$ cat src/rtl/demux_route_ctrl.sv
// rtl/demux_route_ctrl.sv - single-beat 1:NCH demux route controller with timeout drop
module demux_route_ctrl #(
  parameter int DW      = 8,
  parameter int NCH     = 4,
  parameter int SELW    = 2,
  parameter int TIMEOUT = 16
) (
  input  logic            clk,
  input  logic            rst,
  input  logic            mode,
  input  logic            in_valid,
  output logic            in_ready,
  input  logic [DW-1:0]   in_data,
  input  logic [SELW-1:0] in_sel,
  output logic [NCH-1:0]  out_valid,
  input  logic [NCH-1:0]  out_ready,
  output logic [DW-1:0]   out_data,
  output logic            drop,
  output logic [7:0]      err_cnt
);

  localparam int WW = (TIMEOUT > 2) ? $clog2(TIMEOUT) : 1;
  localparam logic [WW-1:0]   TO_LAST = WW'((TIMEOUT > 0) ? TIMEOUT - 1 : 0);
  localparam logic [SELW-1:0] RR_LAST = SELW'(NCH - 1);
  localparam logic [SELW:0]   NCH_W   = (SELW + 1)'(NCH);

  typedef enum logic {IDLE, SEND} state_t;

  state_t          state_q, state_d;
  logic [DW-1:0]   data_q, data_d;
  logic [SELW-1:0] dest_q, dest_d;
  logic [SELW-1:0] rr_q, rr_d;
  logic [WW-1:0]   wait_q, wait_d;
  logic            drop_q, drop_d;
  logic [7:0]      err_q, err_d;
  logic            accept;
  logic [7:0]      err_inc;

  // Saturating increment used by both discard paths.
  assign err_inc = (err_q == 8'hFF) ? err_q : err_q + 8'd1;

  // One-hot offer of the held beat to its destination while sending.
  always_comb begin
    out_valid = '0;
    for (int i = 0; i < NCH; i++) begin
      out_valid[i] = (state_q == SEND) && (dest_q == SELW'(i));
    end
  end

  assign accept   = |(out_valid & out_ready);
  assign in_ready = (state_q == IDLE) && !rst;
  assign out_data = data_q;
  assign drop     = drop_q;
  assign err_cnt  = err_q;

  // Next-state: capture and route in IDLE, wait for accept or timeout in SEND.
  always_comb begin
    state_d = state_q;
    data_d  = data_q;
    dest_d  = dest_q;
    rr_d    = rr_q;
    wait_d  = wait_q;
    drop_d  = 1'b0;
    err_d   = err_q;
    case (state_q)
      IDLE: begin
        if (in_valid) begin
          data_d = in_data;
          if (mode) begin
            dest_d  = rr_q;
            rr_d    = (rr_q == RR_LAST) ? '0 : rr_q + 1'b1;
            state_d = SEND;
            wait_d  = '0;
          end else if ({1'b0, in_sel} >= NCH_W) begin
            // Unroutable address: swallow the beat and report it.
            drop_d = 1'b1;
            err_d  = err_inc;
          end else begin
            dest_d  = in_sel;
            state_d = SEND;
            wait_d  = '0;
          end
        end
      end
      SEND: begin
        if (accept) begin
          state_d = IDLE;
        end else if ((TIMEOUT > 0) && (wait_q == TO_LAST)) begin
          state_d = IDLE;
          drop_d  = 1'b1;
          err_d   = err_inc;
        end else begin
          wait_d = wait_q + 1'b1;
        end
      end
      default: state_d = IDLE;
    endcase
  end

  // State and datapath registers; reset discards any held beat uncounted.
  always_ff @(posedge clk or posedge rst) begin
    if (rst) begin
      state_q <= IDLE;
      data_q  <= '0;
      dest_q  <= '0;
      rr_q    <= '0;
      wait_q  <= '0;
      drop_q  <= 1'b0;
      err_q   <= '0;
    end else begin
      state_q <= state_d;
      data_q  <= data_d;
      dest_q  <= dest_d;
      rr_q    <= rr_d;
      wait_q  <= wait_d;
      drop_q  <= drop_d;
      err_q   <= err_d;
    end
  end

endmodule

$ cat config.mk
export PLATFORM = sky130hd
export DESIGN_NAME = demux_route_ctrl
export DESIGN_NICKNAME = d
export VERILOG_FILES = /design/src/rtl/demux_route_ctrl.sv
export SDC_FILE = /design/constraint.sdc
export NUM_CORES = 1
export LEC_CHECK = 0
export BUFFER_PORTS_ARGS = -buffer_cell sky130_fd_sc_hd__buf_2
export CORE_MARGIN = 1
export CORE_UTILIZATION = 49
export CTS_CLUSTER_DIAMETER = 50
export DETAILED_ROUTE_END_ITERATION = 6
export PLACE_DENSITY = 0.77
export SYNTH_ARGS = -nofsm -noshare
export SYNTH_HDL_FRONTEND = slang
export SYNTH_SLANG_ARGS = --single-unit
$ cat constraint.sdc
create_clock -name clk -period 2.5 [get_ports clk]
set_input_delay 0.375 -clock clk [delete_from_list [all_inputs] [get_ports clk]]
set_output_delay 0.375 -clock clk [all_outputs]
set_load 0.02 [all_outputs]
==> impl_metrics.csv, run 1 <==
group,metric,value,unit
die,coreArea,2300,um^2
cts,clk_latency,320,ps
run_status,status,"complete, no violations",
cts,cts_root_buffer,"clkbuf_4",
timing,drv_slew,0,
synth,netlist.top_cell.by_area,"dfrtp_1",
die,num_rows,17,
placed_design,port_buffers,39,
cts,tritoncts,"done",
synth,synth_most_common_cell,"dfrtp_1",
cts,cts_resized,0,
synth,yosys.cell_types.count,32,
drt,dr.first_iter.drc_count,4,
global_route,grt_util_all_layers,0.193,
drt,wl,2350,um
critical_path,critPathKind,"reg -> reg",
flow_run,drv_cap,0,
timing,skew,2.65,ps
drt,wl_per_cell,13.2,um
cts,clkSinkCount,26,
synth,synthCells,106,
die,die-area,2750,um^2
drt,dr.pass1.iters,4,
power,p_leak,0.750,nW
power,power_density,995,nW/um^2
placed_design,place_congestion,0.740,
timing,post-route-min-period,1910,ps
cts,path_clk_slew,140,ps
critical_path,critPathRequiredTime,2720,ps
global_route,grt_pass1_wl,3760,um
die,ioPinCount,40,
power,ir_drop,0.000635,V
synth,synth-seq-cells,26,
timing,tightest_slew,303,ps
finish,areaGrowthSynthToFinish,23.3,%
critical_path,worstPathArrival,2140,ps
critical_path,crit_path_start,"dest_q[0]",
synth,synth_ff_type,"dfrtp_1",
timing,setup_viol,0,
global_route,grt_antenna_before_repair,0,
synth,synth_nets,127,
global_route,grt_pass1_vias,908,
finish,num_antenna_cells,0,
finish,layout-drive-gt1-share,0.387,
drt,drc,0,
cts,cts-buffers-inserted,3,
critical_path,cp-start-kind,"register",
finish,multi_input_area,564,um^2
global_route,grt_max_degree,27,
synth,postSynthAreaPerCell,11.7,um^2
critical_path,r2r_slack,590,ps
global_route,grt-ovfl-total,0,
power,total_power,0.00153,W
timing,finalHoldViolations,0,
timing,grt_setup_unrepaired,"no",
timing,relSlewSlack,0.796,
critical_path,r2r_end,"err_cnt[6]",
drt,viasPerCell,5.39,
critical_path,end_kind,"register",
placed_design,hpwl,1830,um
drt,vias,960,
synth,synth-edff-count,0,
die,start_util,0.542,
cts,cts_buffer_depth,2,
die,die_w,52.4,um
synth,yosysWarnings,0,
drt,ant_nets,0,
critical_path,r2r_cells,4,
timing,fin_setup_tns,0,ps
critical_path,crit_fanout,13,
cts,htree_levels,1,
finish,fillers,206,
die,chipHeight,52.4,um
cts,postCtsSetupBuffers,0,
synth,synthesis.area,1240,um^2
min_path,hp-class,"in -> async",
synth,synth-async-reset-ratio,1.00,
critical_path,r2r-start,"dest_q[0]",
cts,hold_buffers,0,
finish,regArea,651,um^2
synth,ys_seq_area_frac,0.523,
timing,fmax,522,MHz
finish,fin_nets,172,
timing,period_share,0.766,
synth,synthDominantCellAreaShare,0.523,
synth,synth_common_cells,"dfrtp_1, nor2_1, mux2_2",
synth,ys_top_cells_by_area,"dfrtp_1, mux2_2, mux2_1",
==> critical path, cell delays in order (launching register included) <==
cell	delay (ps)
dfrtp_1	480
mux2_1	370
o22a_4	250
nor4_1	350
mux2_1	360
==> state kept, by name (all words and copies together) (netlist names) <==
register / flops
dest_q: 2
drop: 1
err_cnt: 8
out_data: 8
rr_q: 2
state_q: 1
wait_q: 4
==> final cells by class <==
class	instances	share of cell area
inverters	4	0.00978
repair buffers	42	0.142
clock buffers	3	0.0147
clock inverters	1	0.0196
multi-input cells	74	0.368
well taps	28	0.0228
flip-flops and latches	26	0.424
==> layer usage <==
metal  GRT usage  vias to the layer above  wire length [um]
li1            -                      459                 -
met1       0.228                      473              1020
met2       0.329                       24              1200
met3      0.0261                        4                82
met4       0.118                        0                53
met5           0                        -                 0
==> stage by stage <==
stage                     std cells   util  setup slack [ps]  hold WS (ps)  instance area, um^2
after floorplan                 106      -               763           415                 1240
after global placement          174  0.645               718           452                 1480
after detailed placement        174  0.645               606           472                 1480
after CTS                       178  0.668               585           103                 1540
after global routing            178  0.668               474           116                 1540
final                           178  0.668               586          89.4                 1540
==> where the power goes <==
group / switching [W] / total [W] / leakage, nW / internal [W]
clock network: 0.000127 / 0.000289 / 0.0279 / 0.000162
registers: 0.000102 / 0.000650 / 0.313 / 0.000548
logic: 0.000326 / 0.000589 / 0.410 / 0.000263
==> logic make-up (layout without fill, tap and decap cells) <==
family / count (synthesis) / in the layout / share of synthesized area
AOI/OAI and AO/OA: 11 / 11 / 0.0674
xor gates and xnor gates: 6 / 6 / 0.0422
adders and majority gates: 3 / 3 / 0.0302
buffers and inverters: 6 / 50 / 0.0241
DFF: 26 / 26 / 0.523
muxes: 18 / 18 / 0.163
and+or+nand+nor: 36 / 36 / 0.151
==> placed cells by master (no fill, tap or decap), types with 4 or more instances in the layout <==
| cell type | n |
|---|---|
| buf_2 | 39 |
| inv_1 | 4 |
| xor2_1 | 4 |
| nor2_1 | 10 |
| nand2_1 | 6 |
| nand3_1 | 4 |
| mux2_2 | 9 |
| dfrtp_1 | 26 |
| mux2_1 | 5 |
==> worst max path at each step <==
| stage | end | slack, ps | cells after the start |
|---|---|---|---|
| floorplan | err_cnt[2] | 760 | 5 |
| global placement | err_cnt[6] | 720 | 5 |
| detailed placement | err_cnt[6] | 610 | 4 |
| CTS | err_cnt[6] | 580 | 4 |
| global route | err_cnt[6] | 470 | 4 |
| finish | err_cnt[6] | 590 | 4 |
(Power assumes the default switching activity.)
==> run 2, diff against run 1 <==
CORE_UTILIZATION = 44   (was 49)
PLACE_DENSITY = 0.73   (was 0.77)
clock period = 1.65 ns   (was 2.5 ns; I/O delays follow)
==> run 2 against run 1 <==
The flow now finishes with violations (negative setup slack). Routed wire length increased by 5.8%. Clock-buffer cell count unchanged. Clock power decreased by 13%. Register-to-register slack got worse by 620 ps. Critical path depth unchanged. Clock skew increased by 2.2 ps. Sequential share of layout area decreased by 2.4 points. Utilization decreased by 3.4 points. Sequential power increased by 50%. Critical path type unchanged. Largest cell class unchanged.
==> impl_metrics.csv, run 2 (synthesized netlist as in run 1, its figures left out) <==
group,metric,value,unit
finish,most-common-layout-cells,"buf_2, dfrtp_1, nor2_1, mux2_2, buf_4",
timing,finalHoldViolations,0,
global_route,grt_pass1_wl,3540,um
critical_path,cp-start-kind,"register",
timing,fmax,593,MHz
critical_path,critical_path_buf_inv_count,0,
finish,fin_util,0.634,
critical_path,slowest_stage,"dfrtp_1",
die,start_util,0.485,
finish,fin_nets,179,
drt,drc,0,
die,die_w,55.2,um
cts,tritoncts,"done",
finish,design_area,1630,um^2
run_status,status,"finished, violations left",
timing,tightest_slew,506,ps
power,power_density,1380,nW/um^2
global_route,grt-ovfl-total,0,
global_route,grt_util_all_layers,0.167,
flow_run,drv_cap,0,
power,total_power,0.00225,W
drt,wl,2490,um
drt,viasPerCell,5.20,
power,p_leak,0.800,nW
timing,drv_slew,0,
critical_path,cp_slowest_stage_delay,430,ps
critical_path,crit_top_cell,"mux2_4",
die,ioPinCount,40,
critical_path,end_kind,"register",
die,chipHeight,55.2,um
drt,vias,967,
run_status,violations,"negative setup slack",
timing,relSlewSlack,0.659,
cts,cts-buffers-inserted,3,
min_path,hp-class,"in -> reg",
drt,dr.pass1.iters,4,
drt,dr.first_iter.drc_count,5,
timing,setup_viol,3,
placed_design,port_buffers,39,
cts,cts_buffer_depth,2,
cts,path_clk_slew,130,ps
placed_design,dp_slack,-102,ps
finish,areaGrowthSynthToFinish,30.8,%
timing,grt_setup_unrepaired,"yes",
die,num_rows,18,
cts,clk_latency,310,ps
finish,layout-drive-gt1-share,0.462,
finish,final_common_cell,"buf_2",
cts,postCtsSetupBuffers,0,
placed_design,place_congestion,0.762,
cts,cts_root_buffer,"clkbuf_4",
cts,clkSinkCount,26,
timing,skew,4.85,ps
placed_design,placed_area,1540,um^2
global_route,grt_max_degree,27,
critical_path,worstPathArrival,1900,ps
drt,wl_per_cell,13.4,um
timing,layout_setup_ws,-37.4,ps
die,die-area,3050,um^2
timing,post-route-min-period,1690,ps
finish,num_antenna_cells,0,
critical_path,critPathRequiredTime,1860,ps
global_route,grt_pass1_vias,862,
critical_path,crit_chain,"mux2_4, o22a_4, a211o_1, mux2_4",
die,coreArea,2570,um^2
timing,whs,158,ps
critical_path,crit_fanout,8,
cts,htree_levels,1,
critical_path,cp_top_family,"multiplexers",
power,ir_drop,0.00106,V
global_route,grt_antenna_before_repair,0,
critical_path,critPathKind,"reg -> reg",
drt,ant_nets,0,
timing,period_share,1.02,
placed_design,hpwl,1840,um
-- run 2: cell types whose count changed in the layout (fill, tap and decap cells not counted), moves of 2 or more --
cell / delta
nor4_4: +2
mux2_4: +2
mux2_1: -2
buf_4: +6
-- run 2: area by class of cell --
cell class / instances / area (um^2)
flip-flops and latches: 26 / 651
repair buffers: 49 / 273
fillers: 220 / 940
clock buffers: 3 / 22.5
well taps: 30 / 37.5
inverters: 4 / 15.0
multi-input cells: 74 / 629
-- run 2: metal layers --
metal | global-route usage | part of all wire
met5 | 0 | 0
met4 | 0.0625 | 0.014
met3 | 0.0328 | 0.047
met2 | 0.281 | 0.50
met1 | 0.211 | 0.44
-- run 2: power breakdown --
| part | internal [W] | switching [W] | total, W |
|---|---|---|---|
| clock network | 0.0000853 | 0.000167 | 0.000252 |
| logic | 0.000468 | 0.000552 | 0.00102 |
| registers | 0.000831 | 0.000143 | 0.000974 |
| total | 0.00138 | 0.000862 | 0.00225 |
-- run 2: what timing repair did --
action,CTS,global route
pin swaps,3,2
hold buffers,1,0
resized for setup,4,6
endpoints found under the hold margin,26,0
endpoints found under the setup margin,5,11
-- run 2: final timing paths --
check,start,endpoint,slack [ps],depth (start not counted)
hold reg to reg,out_data[7],out_data[7],520,1
max in group asynchronous,rst,rr_q[1],860,4
hold / removal,in_data[4],out_data[4],160,2
setup / recovery,dest_q[0],err_cnt[1],-40,4
setup reg to reg,dest_q[0],err_cnt[1],-40,4
min in group asynchronous,rst,err_cnt[4],530,4
-- run 2: worst register-to-register path, stage by stage (launching register included) --
cell     delay [ps]
dfrtp_1         430
mux2_4          320
o22a_4          260
a211o_1         280
mux2_4          310
-- run 2: metrics by stage --
step | std cells | TNS, ps
CTS | 186 | -51.3
global placement | 182 | -57.1
global route | 186 | -310
floorplan | 106 | -157
detailed placement | 182 | -136
finish | 186 | -64.3
